===== config.mk =====
export PLATFORM = sky130hd
export DESIGN_NAME = idu_dec_queue
export DESIGN_NICKNAME = d
export VERILOG_FILES = /design/src/rtl/idu_dec_queue.sv
export SDC_FILE = /design/constraint.sdc
export NUM_CORES = 1
export LEC_CHECK = 0
export ABC_AREA = 1
export BUFFER_PORTS_ARGS = -buffer_cell sky130_fd_sc_hd__buf_2
export CORE_ASPECT_RATIO = 1.1
export CORE_UTILIZATION = 59
export CTS_BUF_LIST = sky130_fd_sc_hd__clkbuf_8 sky130_fd_sc_hd__clkbuf_16
export CTS_CLUSTER_SIZE = 25
export DETAILED_ROUTE_END_ITERATION = 8
export MAX_ROUTING_LAYER = met4
export PLACE_DENSITY = 0.77
export RECOVER_POWER = 50
export SKIP_CTS_REPAIR_TIMING = 1
export SYNTH_ARGS = -nofsm -noshare
export SYNTH_HDL_FRONTEND = slang
export SYNTH_SLANG_ARGS = --single-unit

===== constraint.sdc =====
create_clock -name clk -period 6 [get_ports clk]
set_input_delay 0.6 -clock clk [delete_from_list [all_inputs] [get_ports clk]]
set_output_delay 0.6 -clock clk [all_outputs]
set_load 0.01 [all_outputs]

===== src/rtl/idu_dec_queue.sv =====
// Decode queue between IFU and EXU: pre-decodes each accepted instruction and
// buffers the decoded entry in a DEPTH-deep FIFO presented over valid/ready.
module idu_dec_queue #(
    parameter int XLEN  = 64,
    parameter int DEPTH = 4,
    localparam int CW   = $clog2(DEPTH) + 1
) (
    input  logic            clk,
    input  logic            rst,
    input  logic            flush,
    input  logic            in_vld,
    output logic            in_rdy,
    input  logic [31:0]     in_inst,
    input  logic [XLEN-1:0] in_pc,
    output logic            out_vld,
    input  logic            out_rdy,
    output logic [XLEN-1:0] out_pc,
    output logic [31:0]     out_inst,
    output logic [4:0]      out_rd,
    output logic [4:0]      out_rs1,
    output logic [4:0]      out_rs2,
    output logic [XLEN-1:0] out_imm,
    output logic [5:0]      out_fmt,
    output logic            out_wb,
    output logic            out_w,
    output logic            out_illegal,
    output logic [CW-1:0]   count
);

    localparam int PW = $clog2(DEPTH);

    localparam logic [6:0] OPC_LUI   = 7'b0110111;
    localparam logic [6:0] OPC_AUIPC = 7'b0010111;
    localparam logic [6:0] OPC_JAL   = 7'b1101111;
    localparam logic [6:0] OPC_JALR  = 7'b1100111;
    localparam logic [6:0] OPC_BR    = 7'b1100011;
    localparam logic [6:0] OPC_LD    = 7'b0000011;
    localparam logic [6:0] OPC_ST    = 7'b0100011;
    localparam logic [6:0] OPC_IMM   = 7'b0010011;
    localparam logic [6:0] OPC_IMM32 = 7'b0011011;
    localparam logic [6:0] OPC_OP    = 7'b0110011;
    localparam logic [6:0] OPC_OP32  = 7'b0111011;
    localparam logic [6:0] OPC_SYS   = 7'b1110011;

    typedef struct packed {
        logic [XLEN-1:0] pc;
        logic [31:0]     inst;
        logic [XLEN-1:0] imm;
        logic [5:0]      fmt;
        logic            wb;
        logic            w;
        logic            illegal;
    } entry_t;

    function automatic entry_t f_decode(input logic [31:0] inst, input logic [XLEN-1:0] pc);
        entry_t      e;
        logic [31:0] imm32;
        logic        fi, fu, fs, fj, fr, fb, known, w_op, ill, sys_priv;
        fi    = 1'b0;
        fu    = 1'b0;
        fs    = 1'b0;
        fj    = 1'b0;
        fr    = 1'b0;
        fb    = 1'b0;
        known = 1'b1;
        case (inst[6:0])
            OPC_LUI, OPC_AUIPC:                         fu = 1'b1;
            OPC_JAL:                                    fj = 1'b1;
            OPC_JALR, OPC_LD, OPC_IMM, OPC_IMM32, OPC_SYS: fi = 1'b1;
            OPC_ST:                                     fs = 1'b1;
            OPC_OP, OPC_OP32:                           fr = 1'b1;
            OPC_BR:                                     fb = 1'b1;
            default:                                    known = 1'b0;
        endcase
        w_op     = (inst[6:0] == OPC_IMM32) || (inst[6:0] == OPC_OP32);
        ill      = (inst[1:0] != 2'b11) || !known || ((XLEN == 32) && w_op);
        sys_priv = (inst[6:0] == OPC_SYS) && (inst[14:12] == 3'b000);
        if (fi) begin
            imm32 = {{20{inst[31]}}, inst[31:20]};
        end else if (fs) begin
            imm32 = {{20{inst[31]}}, inst[31:25], inst[11:7]};
        end else if (fb) begin
            imm32 = {{20{inst[31]}}, inst[7], inst[30:25], inst[11:8], 1'b0};
        end else if (fu) begin
            imm32 = {inst[31:12], 12'h000};
        end else if (fj) begin
            imm32 = {{12{inst[31]}}, inst[19:12], inst[20], inst[30:21], 1'b0};
        end else begin
            imm32 = 32'h0000_0000;
        end
        e.pc   = pc;
        e.inst = inst;
        // Illegal entries travel to EXU with every decode attribute cleared.
        if (ill) begin
            e.imm     = '0;
            e.fmt     = 6'b000000;
            e.wb      = 1'b0;
            e.w       = 1'b0;
            e.illegal = 1'b1;
        end else begin
            e.imm     = XLEN'($signed(imm32));
            e.fmt     = {fb, fr, fj, fs, fu, fi};
            e.wb      = fr | fj | fu | (fi & ~sys_priv);
            e.w       = w_op;
            e.illegal = 1'b0;
        end
        return e;
    endfunction

    entry_t        r_mem [DEPTH];
    logic [PW-1:0] r_wr_ptr;
    logic [PW-1:0] r_rd_ptr;
    logic [CW-1:0] r_count;
    logic          w_push;
    logic          w_pop;
    entry_t        w_head;

    assign in_rdy  = (r_count != CW'(DEPTH));
    assign out_vld = (r_count != CW'(0));
    assign w_push  = in_vld & in_rdy;
    assign w_pop   = out_vld & out_rdy;
    assign w_head  = r_mem[r_rd_ptr];

    // Queue state: storage, wrapping pointers and occupancy; flush outranks push/pop.
    always_ff @(posedge clk) begin
        if (rst) begin
            for (int i = 0; i < DEPTH; i++) begin
                r_mem[i] <= '0;
            end
            r_wr_ptr <= '0;
            r_rd_ptr <= '0;
            r_count  <= '0;
        end else if (flush) begin
            r_wr_ptr <= '0;
            r_rd_ptr <= '0;
            r_count  <= '0;
        end else begin
            if (w_push) begin
                r_mem[r_wr_ptr] <= f_decode(in_inst, in_pc);
                r_wr_ptr        <= r_wr_ptr + PW'(1);
            end
            if (w_pop) begin
                r_rd_ptr <= r_rd_ptr + PW'(1);
            end
            case ({w_push, w_pop})
                2'b10:   r_count <= r_count + CW'(1);
                2'b01:   r_count <= r_count - CW'(1);
                default: r_count <= r_count;
            endcase
        end
    end

    assign out_pc      = w_head.pc;
    assign out_inst    = w_head.inst;
    assign out_rd      = w_head.inst[11:7];
    assign out_rs1     = w_head.inst[19:15];
    assign out_rs2     = w_head.inst[24:20];
    assign out_imm     = w_head.imm;
    assign out_fmt     = w_head.fmt;
    assign out_wb      = w_head.wb;
    assign out_w       = w_head.w;
    assign out_illegal = w_head.illegal;
    assign count       = r_count;

endmodule

After elaboration in Yosys (flattened, before gate mapping)
Memories as Yosys holds them, arrays and structs flattened. A register that Yosys moved wholly into a read port is not among the register bits.
Index checks and enable logic that the tools add are counted.
- equality and inequality tests: 16
- reduce and logical (&&, ||, !) cells: 13
- bitwise operators: 7
- add/subtract/negate cells: 4
- multiplexer cells: 49
- operators by type and width (kind ; count):
    two-way mux 73 bit ; 4
    two-way mux 169 bit ; 1
    OR reduction 169 bit ; 1
    two-way mux 32 bit ; 5
    two-way mux 1 bit ; 35
    == test 7 x 6 -> 1 bit, second input constant ; 4
    == test 7 bit, second input constant ; 4
    == test 7 x 5 -> 1 bit, second input constant ; 3
    OR reduction 12 bit ; 1
    == test 7 x 2 -> 1 bit, second input constant ; 1
    two-way mux 2 bit ; 3
    case mux 3 bit (2 select lines) ; 1
    OR reduction 2 bit ; 3
    OR reduction 5 bit ; 1
    adder 2 x 1 -> 2 bit, second input constant ; 2
    adder 3 x 1 -> 3 bit, second input constant ; 1
    bitwise AND 1 bit ; 3
    zero test 3 bit ; 1
    inequality test 3 bit, second input constant ; 1
    bitwise OR 1 bit ; 3
    nonzero test 3 bit ; 1
    subtractor 3 x 1 -> 3 bit, second input constant ; 1
    == test 2 x 1 -> 1 bit, second input constant ; 1
    == test 2 bit, second input constant ; 1
    6 further kinds ; 7
- memories: 1
- bits in writable memories: 676
- register bits after elaboration: 7
- logic and storage cells: 93
- memory list (name ; depth ; bits a word ; rd ports ; clocked after Yosys merged registers in ; wr ports ; line ; source):
    r_mem ; 4 ; 169 ; 1 ; 1 ; 4 ; 110 ; entry_t r_mem [DEPTH];

Depth between registers and ports, before layout
- depth in word-level cells: 15
- mapped depth: 11
- gate-level depth less buffers: 11

Least setup slack after synthesis
OpenSTA, ideal clock, no wires.
- path type: input port to flip-flop
- start point: input flush
- end point: memory r_mem[0][0] in the netlist's numbering (enable)
- required time: 5.498 ns
- data arrival time: 4.446 ns
- library setup time: 0.502 ns
- slack: 1.052 ns
- buffers on the path: 2
- cell stages on the path: 9
- cells stage by stage: nor2_4 -> inv_2 -> nor2_4 -> inv_2 -> nor2_2 -> nand2_1 -> buf_2 -> buf_2 -> nand2_1
- RTL lines (item ; line ; source):
    start: declaration ; 10 ; input logic flush,
    end: declaration ; 110 ;

==> metrics.md <==
| Metric | Value |
|---|---|
| Clk slew on worst S/H paths | `around 60 ps` |
| Synth unique cells | `29` |
| Synth Area in Compound Gates | `0.0948` |
| CTS tree | `built` |
| Num CTS Buffers | `53` |
| Clk_lat worst skew | `600 ps` |
| Via density | `5.84` |
| Avg Cell Area, Syn | `10.5 µm²` |
| R2r startpoint | `count[1]` |
| Hold WS | `296 ps` |
| Gp weighted congestion | `0.868` |
| Setup tns final | `0 ps` |
| Internal | `0.00643 W` |
| H-tree levels | `2` |
| Clk pwr share | `0.387` |
| Sequential share of power | `0.538` |
| Routing usage on met1 | `0.391` |
| Layout Cells excl Fill | `3124` |
| Final min period | `4750 ps` |
| Sw frac | `0.232` |
| Antenna violations before repair | `2` |
| Pwr dens | `302 nW/µm²` |
| Crit end category | `flip-flop` |
| Die area | `42700 µm²` |
| DRT iter0 DRCs | `around 2100` |
| Tot GR Track Use | `0.304` |
| Max Freq | `0.210 GHz` |
| Ports | `290` |
| Leak pwr | `11.3 nW` |
| Tcrit/Tclk final | `0.792` |
| Actual slew at the worst max-slew pin | `between 4000 and 5000 ps` |
| Clock root buffer master | `clkbuf_16` |
| Switching power total | `0.00194 W` |
| YS warnings | `0` |
| Worst slack, placed | `between 2000 and 2500 ps` |
| Worst Path Arrival | `5060 ps` |
| Core Area | `slightly above 40000 µm²` |
| Die Y-Extent | `217 µm` |
| Crit Path Max Fanout | `75` |
| Simple-gate share of the synthesized area | `0.158` |
| Row count | `just under 80` |
| DR vias | `18255` |
| Die Width | `slightly below 200 µm` |
| Starting Density | `0.598` |
| Crit path from | `count[1]` |
| Post-synthesis sequential area ratio | `0.674` |
| Startpoint types | `flip-flop` |
| Placed Cells | `3024` |
| Failing checks | `max-capacitance violations, max-slew violations` |
| Gr busiest metal | `met2` |
| Final Util | `0.670` |
| Worst VDD drop | `0.238 mV` |
| ANT nets after route | `0` |
| Comb pwr share | `0.074` |
| # nets final | `roughly 2600` |
| Worst Hold Class | `in -> reg` |
| Critical path class | `reg -> reg` |
| Clock sinks | `557` |
| R2r setup slk | `1250 ps` |
| Syn_nets | `~2500` |
| Largest family of logic cells by synthesized area | `simple AND/OR/NAND/NOR gates` |
| GR Util met3 | `0.0364` |
| Clk buf depth | `3` |
| Vias in the first global route | `17862` |
| First-pass GRT wire length | `96200 µm` |
| CP Capture Point | `r_mem[1][93]` |
| Area of the mapped netlist | `24700 µm²` |
| DRC violations left | `0` |
| Fin worst setup slack | `1250 ps` |
| Relative slew margins | `-1.77` |
| DP HPWL | `36000 µm` |
| 1st-pass router iterations | `6` |
| Post-synthesis mux area share | `0` |
| Layout cells sized above 1 | `0.164` |
| Worst R2R End | `r_mem[1][93]` |
| Pin count of the biggest net entering global routing | `180` |
| Routed Wire Length | `63800 µm` |
| Mapped Cells | `2356` |
| Seq cells post-synth | `approximately 560` |
| Status | `finished with violations` |
| Port bufs | `289` |
| Unrepaired setup endpoints after global routing | `false` |
| Adder-Cell Fraction of Synth Area | `0.00132` |
| WP data required | `between 6000 and 7000 ps` |
| Met2 Usage GRT | `0.491` |
| Gr ovfl total | `0` |
| Final Skew | `16.3 ps` |
| Setup Viol. Count Final | `0` |
| Area delta synth->final | `12.0%` |
| Post-synthesis xor/xnor area fraction | `0` |
| R2R depth | `10` |
| Slew Limit Fails | `355` |
| WL per Instance | `20.4 µm` |
| MaxCap Viol Count | `7` |
| Final hold violations | `0` |
per-stage QoR:
stage / total power [W] / area, µm²
floorplan: 0.00497 / 24700
global placement: 0.00519 / 26100
detailed placement: 0.00521 / 26100
CTS: 0.00838 / 27800
global route: 0.00858 / 27700
finish: 0.00837 / 27700
cell families after synthesis:
| logic type | after synthesis |
|---|---|
| flops | 557 |
| fa+ha+maj | 2 |
| buf+inv | 410 |
| simple gates | 955 |
| compound gates | 432 |
critical path, cell delays in order, from the launching register on:
cell and delay (ps):
dfxtp_1 330, inv_1 120, nand3_1 140, nand2_1 140, nor2_1 100, inv_6 430
nor2_1 180, nand2_1 110, clkbuf_1 1380, nand2_4 960, buf_4 540
per-layer routing:
layer,vias to the layer above,wire [µm]
li1,8300,-
met1,8845,24400
met2,954,31500
met3,156,5520
met4,0,2380
met5,-,0
power by group through the flow:
stage          registers (W)  clock network (W)  logic (W)
2_1_floorplan        0.00460                  0   0.000371
3_3_place_gp         0.00458                  0   0.000613
6_report             0.00451            0.00324   0.000621
4_1_cts              0.00451            0.00325   0.000625
3_5_place_dp         0.00459                  0   0.000621
5_1_grt              0.00452            0.00340   0.000667
registers in the layout, indices dropped and copies added, names as in the netlist, named ones only:
name and count:
count 3, r_mem 548, r_rd_ptr 2, r_wr_ptr 2
cell usage after synthesis:
cell type | count | area share
nand4_1 | 2 | 0.00051
nand3b_1 | 3 | 0.00091
buf_1 | 17 | 0.0026
buf_2 | 43 | 0.0087
a21oi_1 | 10 | 0.0020
nor2_2 | 7 | 0.0018
o21ai_1 | 1 | 0.00020
nor2_4 | 4 | 0.0018
edfxtp_1 | 548 | 0.67
nand3_1 | 41 | 0.0083
ha_1 | 1 | 0.00051
o21ai_0 | 283 | 0.057
clkbuf_1 | 96 | 0.015
nand2_2 | 3 | 0.00076
nand3_2 | 12 | 0.0049
fa_1 | 1 | 0.00081
nor2_8 | 1 | 0.00081
nand2_1 | 85 | 0.013
o22ai_2 | 1 | 0.00051
inv_2 | 17 | 0.0026
inv_1 | 186 | 0.028
nor2_1 | 743 | 0.11
dfxtp_1 | 9 | 0.0073
nand3_4 | 1 | 0.00071
nand2_4 | 2 | 0.00091
nor3_1 | 51 | 0.010
o22ai_1 | 137 | 0.035
buf_4 | 48 | 0.015
buf_6 | 3 | 0.0014
cell usage in the layout, fill, tap and decap left out, types with 14 or more instances in the layout:
cell type    n
clkbuf_16   53
nand3_1     53
inv_1      194
buf_4       17
edfxtp_1   548
clkinv_1    14
o21ai_0    283
nand2_1     80
buf_2      283
nor3_1      51
o22ai_1    136
nor2_1     748
worst min path at each step:
stage / cells after the start / to / slack (ps) / from
global route: 4 / count[1] / 300 / rst
CTS: 4 / r_wr_ptr[0] / 290 / rst
detailed placement: 2 / flip-flop / 450 / r_rd_ptr[1]
floorplan: 2 / flip-flop / 440 / r_rd_ptr[1]
finish: 4 / count[1] / 300 / rst
global placement: 2 / flip-flop / 450 / r_rd_ptr[1]
cell type report:
| type | count | area (µm²) |
|---|---|---|
| inverters | 203 | 782 |
| multi-input cells | 1389 | 6220 |
| clock inverters | 40 | 282 |
| repair buffers | 315 | 1640 |
| flip-flops and latches | 557 | 16600 |
| well taps | 560 | 701 |
| clock buffers | 58 | 1400 |
| fillers | 3081 | 13600 |
| diodes | 2 | 5.00 |
No activity file was read; power rests on OpenSTA's default activity.
